===== config.mk =====
export PLATFORM = sky130hd
export DESIGN_NAME = seg7_reader
export DESIGN_NICKNAME = d
export VERILOG_FILES = /design/src/rtl/seg7_reader.sv
export SDC_FILE = /design/constraint.sdc
export NUM_CORES = 1
export LEC_CHECK = 0
export BUFFER_PORTS_ARGS = -buffer_cell sky130_fd_sc_hd__buf_4
export CORE_ASPECT_RATIO = 1.2
export CORE_UTILIZATION = 39
export CTS_BUF_LIST = sky130_fd_sc_hd__clkbuf_2 sky130_fd_sc_hd__clkbuf_4 sky130_fd_sc_hd__clkbuf_8
export DETAILED_ROUTE_END_ITERATION = 8
export MAX_ROUTING_LAYER = met4
export SYNTH_ARGS = -nofsm -noshare
export SYNTH_HDL_FRONTEND = slang
export SYNTH_SLANG_ARGS = --single-unit
export TNS_END_PERCENT = 5

===== constraint.sdc =====
create_clock -name CLOCK_50 -period 3.13 [get_ports CLOCK_50]
set_input_delay 0.313 -clock CLOCK_50 [delete_from_list [all_inputs] [get_ports CLOCK_50]]
set_output_delay 0.313 -clock CLOCK_50 [all_outputs]
set_load 0.005 [all_outputs]

===== src/rtl/seg7_reader.sv =====
// Reads a free-running 7-segment display bus, debounces it, decodes digits 0..7 and tracks counting steps.
// Define SEG7_READER_DOWN_EN to also accept single downward steps as legal.
module seg7_reader #(
    parameter int unsigned STABLE_CYCLES = 4
) (
    input  logic       CLOCK_50,
    input  logic       KEY0,
    input  logic [0:6] HEX_IN,
    input  logic       CLR_ERR,
    output logic [2:0] DIGIT,
    output logic       DIGIT_VALID,
    output logic       STEP,
    output logic [7:0] STEP_CNT,
    output logic       STEP_ERR,
    output logic       BAD_PAT
);

    localparam int unsigned CNT_W = 4;
    localparam logic [CNT_W-1:0] STABLE = CNT_W'(STABLE_CYCLES);
    localparam logic [0:6] BLANK = 7'b1111111;

    typedef enum logic [1:0] {IDLE, TRACK, ERROR} state_t;

    state_t           state;
    logic [0:6]       sync1, sync2;
    logic [0:6]       cand, acc_pat;
    logic [CNT_W-1:0] stab_cnt;
    logic             armed;

    logic             accept_c;
    logic             dec_ok_c;
    logic             blank_c;
    logic             step_c;
    logic [2:0]       dec_c;

    // A candidate fires once after STABLE samples; armed blocks re-accepting the last accepted pattern.
    assign accept_c = armed && (stab_cnt == STABLE);

    always_ff @(posedge CLOCK_50 or negedge KEY0) begin
        if (!KEY0) begin
            sync1    <= BLANK;
            sync2    <= BLANK;
            cand     <= BLANK;
            acc_pat  <= BLANK;
            stab_cnt <= '0;
            armed    <= 1'b0;
        end else begin
            sync1 <= HEX_IN;
            sync2 <= sync1;
            if (accept_c) begin
                acc_pat <= cand;
                armed   <= 1'b0;
            end
            if (sync2 != cand) begin
                cand     <= sync2;
                stab_cnt <= CNT_W'(1);
                armed    <= (sync2 != (accept_c ? cand : acc_pat));
            end else if (stab_cnt < STABLE) begin
                stab_cnt <= stab_cnt + CNT_W'(1);
            end
        end
    end

    // Segment order a..g, active-low.
    always_comb begin
        dec_ok_c = 1'b1;
        dec_c    = 3'd0;
        blank_c  = (cand == BLANK);
        case (cand)
            7'b0000001: dec_c = 3'd0;
            7'b1001111: dec_c = 3'd1;
            7'b0010010: dec_c = 3'd2;
            7'b0000110: dec_c = 3'd3;
            7'b1001100: dec_c = 3'd4;
            7'b0100100: dec_c = 3'd5;
            7'b0100000: dec_c = 3'd6;
            7'b0001111: dec_c = 3'd7;
            default:    dec_ok_c = 1'b0;
        endcase
    end

`ifdef SEG7_READER_DOWN_EN
    assign step_c = (dec_c == 3'(DIGIT + 3'd1)) || (dec_c == 3'(DIGIT - 3'd1));
`else
    assign step_c = (dec_c == 3'(DIGIT + 3'd1));
`endif

    // Tracking FSM; clear wins over a same-edge acceptance.
    always_ff @(posedge CLOCK_50 or negedge KEY0) begin
        if (!KEY0) begin
            state       <= IDLE;
            DIGIT       <= 3'd0;
            DIGIT_VALID <= 1'b0;
            STEP        <= 1'b0;
            STEP_CNT    <= 8'd0;
            STEP_ERR    <= 1'b0;
            BAD_PAT     <= 1'b0;
        end else begin
            STEP    <= 1'b0;
            BAD_PAT <= 1'b0;
            if (CLR_ERR) begin
                state       <= IDLE;
                STEP_ERR    <= 1'b0;
                STEP_CNT    <= 8'd0;
                DIGIT_VALID <= 1'b0;
            end else if (accept_c) begin
                if (blank_c) begin
                    DIGIT_VALID <= 1'b0;
                end else if (!dec_ok_c) begin
                    DIGIT_VALID <= 1'b0;
                    BAD_PAT     <= 1'b1;
                    STEP_ERR    <= 1'b1;
                    state       <= ERROR;
                end else begin
                    DIGIT       <= dec_c;
                    DIGIT_VALID <= 1'b1;
                    case (state)
                        IDLE: state <= TRACK;
                        TRACK: begin
                            if (step_c) begin
                                STEP <= 1'b1;
                                if (STEP_CNT != 8'hFF) begin
                                    STEP_CNT <= STEP_CNT + 8'd1;
                                end
                            end else if (dec_c != 3'd0) begin
                                STEP_ERR <= 1'b1;
                                state    <= ERROR;
                            end
                        end
                        ERROR: ;
                        default: state <= IDLE;
                    endcase
                end
            end
        end
    end

endmodule


* Word level (Yosys, flattened, before mapping)
Cells that the tools add are included. W data, S select, Z words.
Operators by class: add/sub/neg operators 3, order comparisons 1, equality and inequality tests 23, mux-type cells 42, bitwise gates (word level) 2, reductions and logical operators 15
Operators by type and width (count):
- $mux W8 | 7
- $mux W1 | 24
- $eq A7 B7 Y1 const B | 3
- $pmux W3 S7 | 1
- $eq A7 B6 Y1 const B | 2
- $ne A7 B7 Y1 | 2
- $reduce_bool A2 Y1 | 7
- $mux W2 | 6
- $reduce_and A5 Y1 | 2
- $add A8 B1 Y8 const B | 1
- $mux W4 | 2
- $ne A4 B4 Y1 const B | 2
- $ne A8 B8 Y1 const B | 1
- $reduce_or A8 Y1 | 1
- $eq A7 B1 Y1 const B | 1
- $eq A7 B3 Y1 const B | 1
- $eq A7 B4 Y1 const B | 1
- $eq A7 B5 Y1 const B | 1
- $mux W7 | 1
- $ne A3 B2 Y1 const B | 2
- $ne A3 B3 Y1 const B | 2
- $pmux W2 S3 | 1
- $reduce_and A6 Y1 | 1
- $add A4 B1 Y4 const B | 1
- other kinds (12) | 13
Storage, ports and cells: register bits after elaboration 50, input port bits 10, output and inout bits 15

* Logic depth before layout (Yosys ltp)
word-level depth 10, mapped depth 9, mapped depth without buffers 8

* Least setup slack after synthesis
Ideal clock, no wire load.
path type reg-to-reg, start point reg cand[0] in the netlist's numbering, end point reg STEP_CNT[4], library setup time 0.128 ns, data arrival time 2.552 ns, data required time 3.002 ns, path slack 0.451 ns, stages on the path, launching flop included 9, buffers on the path 2, clock period less this slack 2.679 ns, cells stage by stage dfstp_2 -> buf_2 -> or3b_1 -> a2111oi_1 -> or3_1 -> o2111ai_4 -> buf_6 -> nor4_4 -> mux2_1
Between the ends: longest elaborated chain between the ends 5
Ends and longest elaborated chain:
- start, declared | line 26 | logic [0:6] cand, acc_pat;
- start signal, assigned | line 55 | cand <= sync2;
- $eq A7 B4 Y1, or another cell as far along | line 69 | case (cand)
- $pmux W3 S7 / $reduce_or A8 Y1 (equally long branches)
- $eq A3 B3 Y1 / $mux W1 (equally long branches) | line 85, 69
- $reduce_bool A2 Y1 (no line)
- $reduce_and A6 Y1 (no line) (*)
- end signal, assigned | line 123 | STEP_CNT <= STEP_CNT + 8'd1;
- end, declared | line 13 | output logic [7:0] STEP_CNT,
Every way passes the cells marked *; elsewhere a longest branch is shown, timed or not. A chain may end at the register's enable or synchronous reset.

* Final worst setup path
start point reg cand[5] in the netlist's numbering, end point reg STEP_CNT[5]
Same word-level chain as after synthesis.

==> results by stage <==
Die:
- During I/O placement, the number of pins put on the boundary was 25.
- The area inside the core boundary is about 6100 um2.
- The initialized floorplan defines 31 standard-cell rows.
- The floorplan step set the die width to roughly 75 um.
- The initial utilization of the core area, before any placement, comes to 40.8%.
- The die covers 6740 um2.
- The die span in y is ~90 um.

Synth:
- Among all flip-flop cells after synthesis, the most frequent one is dfstp_2.
- Of the synthesized area, sequential elements account for about half.
- The synthesized design contains 0 enable-type register cells.
- Counting instances in the post-synthesis netlist gives the leading cell types as 28 x dfstp_2, 22 x dfrtp_1, 20 x nor2_1.
- For this run, the number of Yosys warnings is 0.
- After synthesis the cells add up to ~2500 um2.
- Ranked by total cell area, the synthesized netlist is headed by dfstp_2 29%, dfrtp_1 22%, xor2_1 3.9%, mux2_2 3.6%, nor2_1 3.0%.
- The dominant cell type by area after synthesis is dfstp_2.
- Averaged over all synthesized cells, the footprint is around 11 um2.
- The post-synthesis async set-or-reset flop share is 100%.
- The library cell with the highest instance count after synthesis is dfstp_2.
- Synthesis produced a netlist with a net count of ~240.
- The flop and latch count out of synthesis is 50.
- The count of distinct cell types in the synthesized netlist is 57.
- Counting every instance in the synthesized netlist gives roughly 220.
- After synthesis, the largest area contributor takes up between 20% and 30% of total cell area.

GRT:
- The overall global routing resource usage is ~15%.
- The final global-route overflow total is 0.
- The initial antenna violation count is 0.
- The number of global-route vias before repair was between 1500 and 2000.
- The first global-routing pass estimated 7550 um of wire.
- The pin count of the biggest net entering global routing is between 50 and 60.

CTS:
- The CTS buffer count is 5.
- The cell chosen for the clock root is clkbuf_8.
- CTS built an H-tree with a depth of 2.
- The number of buffers added to fix hold violations after cts is 0.
- TritonCTS built the clock tree.
- The number of sinks handled by clock tree synthesis is 50.
- No sink is reached through more buffers than the 2 on the longest clock path.
- The number of gates resized after cts is 0.
- The post-CTS repair timing setup buffer count is 0.
- The clock-pin transition on the worst setup and hold timing paths is about 0.1 ns.
- At the later pin of the worst-skew pair, clock insertion delay measures ~0.3 ns.

Critical path:
- STA puts the critical path data arrival time at slightly below 3 ns.
- The largest single stage delay on the critical path is about 0.65 ns.
- The critical path startpoint category is a register.
- The highest net fanout along the worst path is 16.
- The kind of capture point of the worst setup path is a register.
- The worst endpoint required time is around 3.3 ns.
- The largest individual stage delay along the critical path comes from the cell dfstp_2.
- The worst setup path is of the reg2reg kind.
- Traced cell by cell, the critical path runs through nand2b_1 > or4_1 > a21boi_1 > o2111ai_4 > nor4_1 > mux2_1.

Timing:
- At the pin with the least slew margin, the transition time is a little over 0.8 ns.
- Setup repair after global routing left no endpoint under its margin.
- The max-slew violation count came to 0.
- Setup violations remaining at the end of the flow were counted as 0.
- Measured against its own limit, the worst slew margin works out to approximately 44%.
- The highest achievable clock rate is 364 MHz.
- The hold slack is ~0.011 ns.
- The routed design could run at a clock period as short as about 2.7 ns.
- The fraction of the cycle the final worst path needs is 87.8%.
- After routing, the total negative slack on setup checks comes to 0 ns.
- The final worst setup slack is about 0.38 ns.
- The final hold violation count is 0.
- Clock skew on the completed layout was measured at ~0.012 ns.

Pwr:
- Of the total power, registers draw 60.8%.
- The internal power summed over all cells is 0.859 mW.
- The net switching power figure is roughly 0.28 mW.
- The leakage dissipation is approximately 1.2 nW.
- The switching power share of the total is 24.5%.
- Across the VDD grid, the largest voltage drop is between 200 and 250 uV.
- The part of the total power dissipated in combinational logic is around 5.1%.
- The clock network is responsible for between 30% and 40% of the overall power.
- The total power divided by cell area is 410 nW/um2.

Place:
- The congestion estimate from routability-driven global placement came to about 0.76.
- The number of port buffers is 24.
- OpenSTA, run right after detailed placement, puts the worst setup slack at just over 0.3 ns.
- The placement-stage cell area is approximately 2700 um2.
- Detailed placement finished with a half-perimeter wire length of 3010 um.

Route:
- In the final routed layout, each cell accounts on average for 13.7 um.
- The first-pass iteration count of the detailed router is 4.
- The number of design rule violations left after detail routing is 0.
- For this block, the via count after detailed routing is 1661.
- The antenna violation net count after detailed routing is 0.
- The detail-routed via count per cell is ~5.2.
- The final layout contains routed wiring with a total length of between 4000 and 5000 um.
- In this run, the number of DRC markers left after iteration 0 of detailed routing was between 60 and 70.

Job:
- The count of max-cap constraint violations is 0.

Final layout:
- The fill cell instance count of the final layout is slightly above 600.
- After routing the design area is 2780 um2.
- The number of nets in the layout is between 200 and 300.
- Cells fill a little under half of the core in the end.
- The number of antenna diodes in the final layout is 0.
- The share of post-route cells with drive strength above 1 is ~33%.
- Relative to the synthesized area, the layout overhead comes to 11.1%.

Hold path:
- In this run the worst hold path is classified as in2async.

Status:
- The flow ran to the end, and the final reports show no timing, DRC or antenna violations.
==> cell usage in the layout (no fill, tap or decap), types with 2 or more instances in the layout <==
cell	netlist	routed
nand2_1	12	12
ha_1	4	4
nor3_1	4	4
a211oi_1	2	2
mux2_1	5	5
nand2b_1	4	4
inv_1	6	6
nand3b_1	2	2
and2_1	2	2
buf_4	1	25
nor2b_1	5	5
o31ai_1	5	5
dfrtp_1	22	22
a21oi_1	8	8
o21ai_1	2	2
xor2_1	11	11
nand4_1	2	2
xnor2_1	7	7
or4_1	5	5
clkbuf_8	0	5
nand3_1	5	5
and3_1	2	2
nor4_1	3	3
nor2_1	20	20
mux2_2	8	8
nor3b_1	2	2
or3b_1	2	2
dfstp_2	28	28
==> registers in the layout, summed over array words and instances, names as in the netlist <==
signal and flops:
sync2 7, armed 1, STEP_CNT 8, state 2, DIGIT_VALID 1, acc_pat 7
cand 7, BAD_PAT 1, sync1 7, stab_cnt 4, DIGIT 3, STEP_ERR 1
STEP 1
==> layout make-up <==
type	count	area, um2	area share, %
clock inverter	3	23.8	0.856
clock buffer	5	68.8	2.48
tap	82	103	3.69
multi-input combinational	148	1090	39.1
sequential	50	1290	46.3
inverter	6	22.5	0.811
timing repair buffer	25	188	6.76
==> per-stage QoR <==
step                power, mW  std cells
global route             1.19        319
global placement        0.762        311
floorplan               0.739        223
detailed placement      0.763        311
finish                   1.14        319
CTS                      1.16        319
==> cells by family (layout without fill, tap and decap cells) <==
group                    after synthesis  in the layout  share of synthesized area [%]
AO/OA/AOI/OAI                         34             34                           10.8
XOR/XNOR                              18             18                           6.31
adder cells (fa/ha/maj)                4              4                           2.00
buffers and inverters                 25             39                           5.31
flip-flops                            50             50                           51.5
multiplexers                          13             13                           5.86
AND/OR/NAND/NOR                       79             79                           18.3
==> worst paths after layout <==
check                           from          end  slack [ns]  cells past startpoint
max reg2reg                  cand[5]  STEP_CNT[5]        0.38                      6
max                          cand[5]  STEP_CNT[5]        0.38                      6
max in group asynchronous       KEY0     sync2[4]        2.69                      1
min in group CLOCK_50      HEX_IN[6]     sync1[6]        0.10                      1
min                             KEY0     DIGIT[1]        0.01                      1
min reg2reg                 sync1[1]     sync2[1]        0.36                      0
==> layer usage <==
layer / wire length, um / global-route usage (%) / up-vias
met5: 0 / - / -
met4: 108 / 5.19 / 0
met3: 136 / 3.48 / 9
met2: 2170 / 23.2 / 30
met1: 1940 / 18.5 / 817
li1: - / - / 805
==> power groups by stage <==
stage | Sequential (mW) | Combinational (mW) | Clock, mW
after floorplan | 0.689 | 0.0501 | 0
after global placement | 0.703 | 0.0591 | 0
after detailed placement | 0.703 | 0.0594 | 0
after CTS | 0.692 | 0.0597 | 0.403
after global routing | 0.695 | 0.0666 | 0.431
final | 0.692 | 0.0586 | 0.387
==> critical path, delay by kind of cell, from the launching register on <==
family,cells,cell delay [ns]
flip-flops,1,0.65
AO/OA/AOI/OAI,2,0.53
AND/OR/NAND/NOR,3,1.11
multiplexers,1,0.35
No activity file was read; power rests on OpenSTA's default activity.
